<file path="config.mk">
export PLATFORM = sky130hd
export DESIGN_NAME = sync_updown_counter
export DESIGN_NICKNAME = d
export VERILOG_FILES = /design/src/rtl/counter_pkg.sv /design/src/rtl/counter_next.sv /design/src/rtl/sync_updown_counter.sv
export SDC_FILE = /design/constraint.sdc
export NUM_CORES = 1
export LEC_CHECK = 0
export ABC_AREA = 1
export CORE_MARGIN = 3
export CORE_UTILIZATION = 30
export DETAILED_ROUTE_END_ITERATION = 10
export PLACE_DENSITY = 0.64
export SYNTH_ARGS = -nofsm -noshare
export SYNTH_HDL_FRONTEND = slang
export SYNTH_SLANG_ARGS = --single-unit
</file>
<file path="constraint.sdc">
create_clock -name CLK -period 1.62 [get_ports CLK]
set_input_delay 0.405 -clock CLK [delete_from_list [all_inputs] [get_ports CLK]]
set_output_delay 0.405 -clock CLK [all_outputs]
set_load 0.1 [all_outputs]
</file>
<file path="src/rtl/counter_pkg.sv">
// -----------------------------------------------------------------------------
// counter_pkg
// Shared constants and helpers for the synchronous up/down counter family.
//   MODE_WRAP / MODE_SAT : legal values of the SATURATE parameter.
//   clamp_load()         : limits a parallel-load value to the largest legal
//                          count state (MODULUS-1).
// -----------------------------------------------------------------------------
package counter_pkg;

  localparam int MODE_WRAP = 0;
  localparam int MODE_SAT  = 1;

  // Operates on 32-bit values so it can serve every legal WIDTH (1..32);
  // callers zero-extend into it and truncate the result back to WIDTH.
  function automatic logic [31:0] clamp_load(input logic [31:0] load_val,
                                             input logic [31:0] max_val);
    return (load_val > max_val) ? max_val : load_val;
  endfunction

endpackage

</file>
<file path="src/rtl/counter_next.sv">
// -----------------------------------------------------------------------------
// counter_next
// Purely combinational next-state logic for sync_updown_counter.
// Ports:
//   count      in  current registered count
//   up         in  1 = increment, 0 = decrement
//   en         in  count enable
//   load       in  parallel load (has priority over en)
//   load_val   in  value to load (clamped to MODULUS-1)
//   next_count out count value for the next edge (reset not applied here)
//   wrap_evt   out this edge wraps past a limit
//   tc         out terminal count, for cascading into a higher stage
// -----------------------------------------------------------------------------
module counter_next
  import counter_pkg::*;
#(
  parameter int     WIDTH    = 4,
  parameter longint MODULUS  = 16,
  parameter int     SATURATE = MODE_WRAP
) (
  input  logic [WIDTH-1:0] count,
  input  logic             up,
  input  logic             en,
  input  logic             load,
  input  logic [WIDTH-1:0] load_val,
  output logic [WIDTH-1:0] next_count,
  output logic             wrap_evt,
  output logic             tc
);

  localparam logic [WIDTH-1:0] MAX   = WIDTH'(MODULUS - 1);
  localparam logic [31:0]      MAX32 = 32'(MODULUS - 1);

  logic at_max;
  logic at_zero;

  assign at_max  = (count == MAX);
  assign at_zero = (count == '0);

  always_comb begin
    next_count = count;
    wrap_evt   = 1'b0;
    if (load) begin
      next_count = WIDTH'(clamp_load(32'(load_val), MAX32));
    end else if (en) begin
      if (up) begin
        if (!at_max) begin
          next_count = count + 1'b1;
        end else if (SATURATE == MODE_WRAP) begin
          // Wrap to zero rather than to 2**WIDTH so non power-of-two moduli work.
          next_count = '0;
          wrap_evt   = 1'b1;
        end
      end else begin
        if (!at_zero) begin
          next_count = count - 1'b1;
        end else if (SATURATE == MODE_WRAP) begin
          next_count = MAX;
          wrap_evt   = 1'b1;
        end
      end
    end
  end

  // Independent of load and saturation so a cascaded stage sees a clean
  // zero-latency carry/borrow.
  assign tc = en & ((up & at_max) | (~up & at_zero));

endmodule

</file>
<file path="src/rtl/sync_updown_counter.sv">
// -----------------------------------------------------------------------------
// sync_updown_counter
// Parametrised synchronous up/down counter with modulus, parallel load,
// enable and wrap/saturate mode. Cascade by tying the next stage's EN to TC.
// Ports:
//   CLK       in  clock, all state updates on the rising edge
//   RESET     in  synchronous active-high reset
//   EN        in  count enable
//   UP        in  direction (1 = up, 0 = down)
//   LOAD      in  synchronous parallel load (priority over EN)
//   LOAD_VAL  in  load value, clamped to MODULUS-1
//   COUNT     out registered count
//   TC        out combinational terminal count
//   WRAP      out registered one-cycle pulse after a wrap
//   AT_LIMIT  out registered: COUNT is at the limit for the current direction
// -----------------------------------------------------------------------------
module sync_updown_counter
  import counter_pkg::*;
#(
  parameter int     WIDTH    = 4,
  parameter longint MODULUS  = 16,
  parameter int     SATURATE = MODE_WRAP
) (
  input  logic             CLK,
  input  logic             RESET,
  input  logic             EN,
  input  logic             UP,
  input  logic             LOAD,
  input  logic [WIDTH-1:0] LOAD_VAL,
  output logic [WIDTH-1:0] COUNT,
  output logic             TC,
  output logic             WRAP,
  output logic             AT_LIMIT
);

  localparam logic [WIDTH-1:0] MAX = WIDTH'(MODULUS - 1);

  // Reject illegal configurations at elaboration.
  if (WIDTH < 1 || WIDTH > 32) begin : g_bad_width
    $error("sync_updown_counter: WIDTH must be in 1..32");
  end
  if (MODULUS < 2 || MODULUS > (longint'(1) << WIDTH)) begin : g_bad_modulus
    $error("sync_updown_counter: MODULUS must be in 2..2**WIDTH");
  end
  if (SATURATE != MODE_WRAP && SATURATE != MODE_SAT) begin : g_bad_mode
    $error("sync_updown_counter: SATURATE must be 0 or 1");
  end

  logic [WIDTH-1:0] count_q, count_d;
  logic             wrap_q, wrap_d;
  logic             at_limit_q, at_limit_d;
  logic [WIDTH-1:0] next_count;
  logic             wrap_evt;
  logic             tc;

  counter_next #(
    .WIDTH    (WIDTH),
    .MODULUS  (MODULUS),
    .SATURATE (SATURATE)
  ) u_next (
    .count      (count_q),
    .up         (UP),
    .en         (EN),
    .load       (LOAD),
    .load_val   (LOAD_VAL),
    .next_count (next_count),
    .wrap_evt   (wrap_evt),
    .tc         (tc)
  );

  always_comb begin
    count_d    = next_count;
    wrap_d     = wrap_evt;
    // Limit flag looks ahead at the value COUNT is about to take.
    at_limit_d = UP ? (next_count == MAX) : (next_count == '0);
  end

  always_ff @(posedge CLK) begin
    if (RESET) begin
      count_q    <= '0;
      wrap_q     <= 1'b0;
      at_limit_q <= 1'b0;
    end else begin
      count_q    <= count_d;
      wrap_q     <= wrap_d;
      at_limit_q <= at_limit_d;
    end
  end

  assign COUNT    = count_q;
  assign WRAP     = wrap_q;
  assign AT_LIMIT = at_limit_q;
  assign TC       = tc;

endmodule

</file>
==> flow_summary.json <==
{
  "outcome": "finished with violations",
  "violations": "negative setup slack",
  "cts.sinks": 6,
  "cts.root.buffer_cell": "clkbuf_4",
  "grt_max_degree": 9,
  "crit_chain": "inv_4 > ha_4 > inv_2 > nor2_4 > a21oi_4 > nor2_4 > buf_12",
  "place_hpwl_mm": 1.11,
  "worst_pin_slew_ns": 0.315,
  "coreArea_um2": 1380,
  "viasPerCell": 4.88,
  "rows": 13,
  "insertion_delay_ns": 0.24,
  "die_w_um": 45.4,
  "regToRegEndpoint": "AT_LIMIT$_SDFF_PP0_",
  "cellLeakagePower_nw": 0.423,
  "fillers": 125,
  "clock.fmax_ghz": 0.568,
  "setup.worst_path.class": "flip-flop to output pin",
  "r2r_slack_ns": 0.17,
  "switching_share_pct": 40.3,
  "ant_nets": 0,
  "grt_pass1_vias": 631,
  "r2r-start": "COUNT[0]$_SDFF_PP0_",
  "drive_above_1_share_pct": 42.3,
  "synth_fp_nets": 90,
  "ios": 16,
  "worstPathArrival_ns": 1.35,
  "crit_end": "TC",
  "worstPathRequired_ns": 1.21,
  "setup_ws_ns": -0.140,
  "grt_pass1_wl_mm": 2.49,
  "dpl_worst_slack_ns": -0.332,
  "yosysWarnings": 0,
  "antenna_found_initial": 0,
  "power_switching_mw": 0.256,
  "netlist_area_um2": 467,
  "cp_max_fo": 5,
  "slowest_delay_ns": 0.37,
  "numPortBuffers": 15,
  "area_growth_syn_to_layout_pct": 97.3,
  "slew_headroom_pct": 78.9,
  "p_total_mw": 0.635,
  "grt_overflow": 0,
  "ys_seq_elements": 6,
  "start_kind": "flip-flop",
  "cap_viol_max_count": 0,
  "netlist_instances": 79,
  "power_density_nw_per_um2": 690,
  "via_count": 615,
  "dp_cells": 121,
  "worst_path_most_repeated_cell": "nor2_4",
  "cts.clk_slew.worst_paths_ns": 0.04,
  "critPathSlowestCell": "dfxtp_4",
  "slew_violations": 0,
  "cts_tree": "yes",
  "syn_area_per_cell_um2": 5.91,
  "finalHoldViolCount": 0,
  "min_path_type": "flip-flop to flip-flop",
  "drc_errors": 0,
  "wire_per_inst_um": 11.4,
  "p_clk_share_pct": 21.1,
  "period_share_pct": 109,
  "stdcell_count": 126,
  "gp_congestion": 0.754,
  "period_needed_ns": 1.76,
  "seq_power_share_pct": 28.6,
  "rsz0062_at_grt": "true",
  "setup_violations": 1,
  "r2r_cells": 10,
  "crit_start": "COUNT[0]$_SDFF_PP0_",
  "ys_types": 16,
  "floorplan.initialDensity_pct": 33.8,
  "power.internal_mw": 0.379,
  "drtPass1Iterations": 4,
  "grt_use_total_pct": 16.5,
  "holdWs_ns": 0.794,
  "routed_wirelength_mm": 1.44,
  "ir_drop_mv": 0.479,
  "nets": 124,
  "cts_max_level": 1,
  "drt-initial-drc-count": 8,
  "seq_area_frac_synth_pct": 25.7,
  "cts_made_buffers": 3,
  "die-area_um2": 2060,
  "die_h_um": 45.4,
  "cts_max_path_buffers": 2,
  "p_comb_share_pct": 50.2,
  "end_kind": "output pin",
  "skew_ns": 0.00527,
  "antenna_cells": 0
}
-- area by class of cell --
class / count / area (um2) / area share, %
Tap cell: 15 / 18.8 / 2.04
Clock buffer: 3 / 22.5 / 2.45
Inverter: 12 / 47.5 / 5.16
Multi-Input combinational cell: 61 / 373 / 40.5
Sequential cell: 6 / 135 / 14.7
Timing Repair Buffer: 29 / 324 / 35.2
-- per-layer routing --
layer	vias up	track usage [%]	routed length [um]
met2	17	29.5	754
met4	0	2.92	14
met1	277	17.7	595
met5	-	0	0
li1	319	-	-
met3	2	7.51	72
-- synth_stat cells --
cell type / instances / share of area (%)
nand2_2: 3 / 4.0
nand2_1: 19 / 15
or2_2: 2 / 2.7
nor2_2: 1 / 1.3
inv_2: 1 / 0.80
o21ai_2: 1 / 1.9
a21boi_1: 1 / 1.6
inv_1: 11 / 8.8
nor2_1: 11 / 8.8
nand4_1: 2 / 2.7
nand3_1: 11 / 12
ha_1: 2 / 5.4
dfxtp_1: 6 / 26
nor4_1: 1 / 1.3
or2_1: 1 / 1.3
a21oi_1: 6 / 6.4
-- cell families after synthesis --
family | after synthesis | share of synthesized area, %
flip-flops | 6 | 25.7
adder cells (fa/ha/maj) | 2 | 5.36
AND/OR/NAND/NOR | 51 | 49.3
buffers and inverters | 12 | 9.65
AO/OA/AOI/OAI | 8 | 9.92
-- worst max-delay path, delay by kind of cell (launching register included) --
kind	cells	cell delay, ns
DFF	1	0.37
AOI/OAI and AO/OA	1	0.08
adders and majority gates	1	0.12
buffers and inverters	3	0.29
and+or+nand+nor	2	0.25
-- how the worst min path moves through the flow --
stage | from | endpoint | slack (ns) | cells after the start
2_1_floorplan | RESET | COUNT[1]$_SDFF_PP0_ | 0.47 | 1
6_report | COUNT[2]$_SDFF_PP0_ | COUNT[2]$_SDFF_PP0_ | 0.79 | 5
4_1_cts | COUNT[2]$_SDFF_PP0_ | COUNT[2]$_SDFF_PP0_ | 0.80 | 5
3_3_place_gp | COUNT[2]$_SDFF_PP0_ | COUNT[2]$_SDFF_PP0_ | 0.78 | 5
3_5_place_dp | COUNT[2]$_SDFF_PP0_ | COUNT[2]$_SDFF_PP0_ | 0.79 | 5
5_1_grt | COUNT[2]$_SDFF_PP0_ | COUNT[2]$_SDFF_PP0_ | 0.83 | 5
-- sequential cells by signal, indices dropped and copies added, names as in the netlist --
| register | count |
|---|---|
| WRAP | 1 |
| COUNT | 4 |
| AT_LIMIT | 1 |
-- power groups by stage --
| stage | combinational (mW) | sequential (mW) | clock [mW] |
|---|---|---|---|
| CTS | 0.319 | 0.182 | 0.144 |
| global placement | 0.291 | 0.182 | 0 |
| floorplan | 0.0952 | 0.252 | 0 |
| finish | 0.319 | 0.182 | 0.134 |
| global route | 0.340 | 0.184 | 0.152 |
| detailed placement | 0.296 | 0.183 | 0 |
-- cells in the final DEF, fill, tap and decap left out, types with 3 or more instances in the layout --
| cell | synthesis | final |
|---|---|---|
| a21oi_1 | 6 | 5 |
| buf_12 | 0 | 7 |
| buf_4 | 0 | 14 |
| clkbuf_4 | 0 | 3 |
| clkdlybuf4s50_1 | 0 | 7 |
| dfxtp_4 | 0 | 4 |
| inv_1 | 11 | 7 |
| inv_2 | 1 | 4 |
| nand2_1 | 19 | 19 |
| nand2_2 | 3 | 3 |
| nand3_1 | 11 | 10 |
| nor2_1 | 11 | 8 |
| nor2_4 | 0 | 3 |
-- per-stage QoR --
| step | instance area (um2) | setup TNS, ns | util [%] |
|---|---|---|---|
| after floorplan | 513 | -0.327 | - |
| after global placement | 842 | -0.821 | 60.9 |
| after detailed placement | 842 | -0.909 | 60.9 |
| after CTS | 921 | -0.144 | 66.6 |
| after global routing | 921 | -0.210 | 66.6 |
| final | 921 | -0.140 | 66.6 |
-- timing repair --
| action | 4_1_cts | 5_1_grt |
|---|---|---|
| pin swaps | 4 | 0 |
| gates resized for setup | 13 | 0 |
| hold buffers | 0 | 0 |
| setup buffers | 2 | 0 |
| setup endpoints to repair | 1 | 1 |
Power figures use the tool's default switching activity.
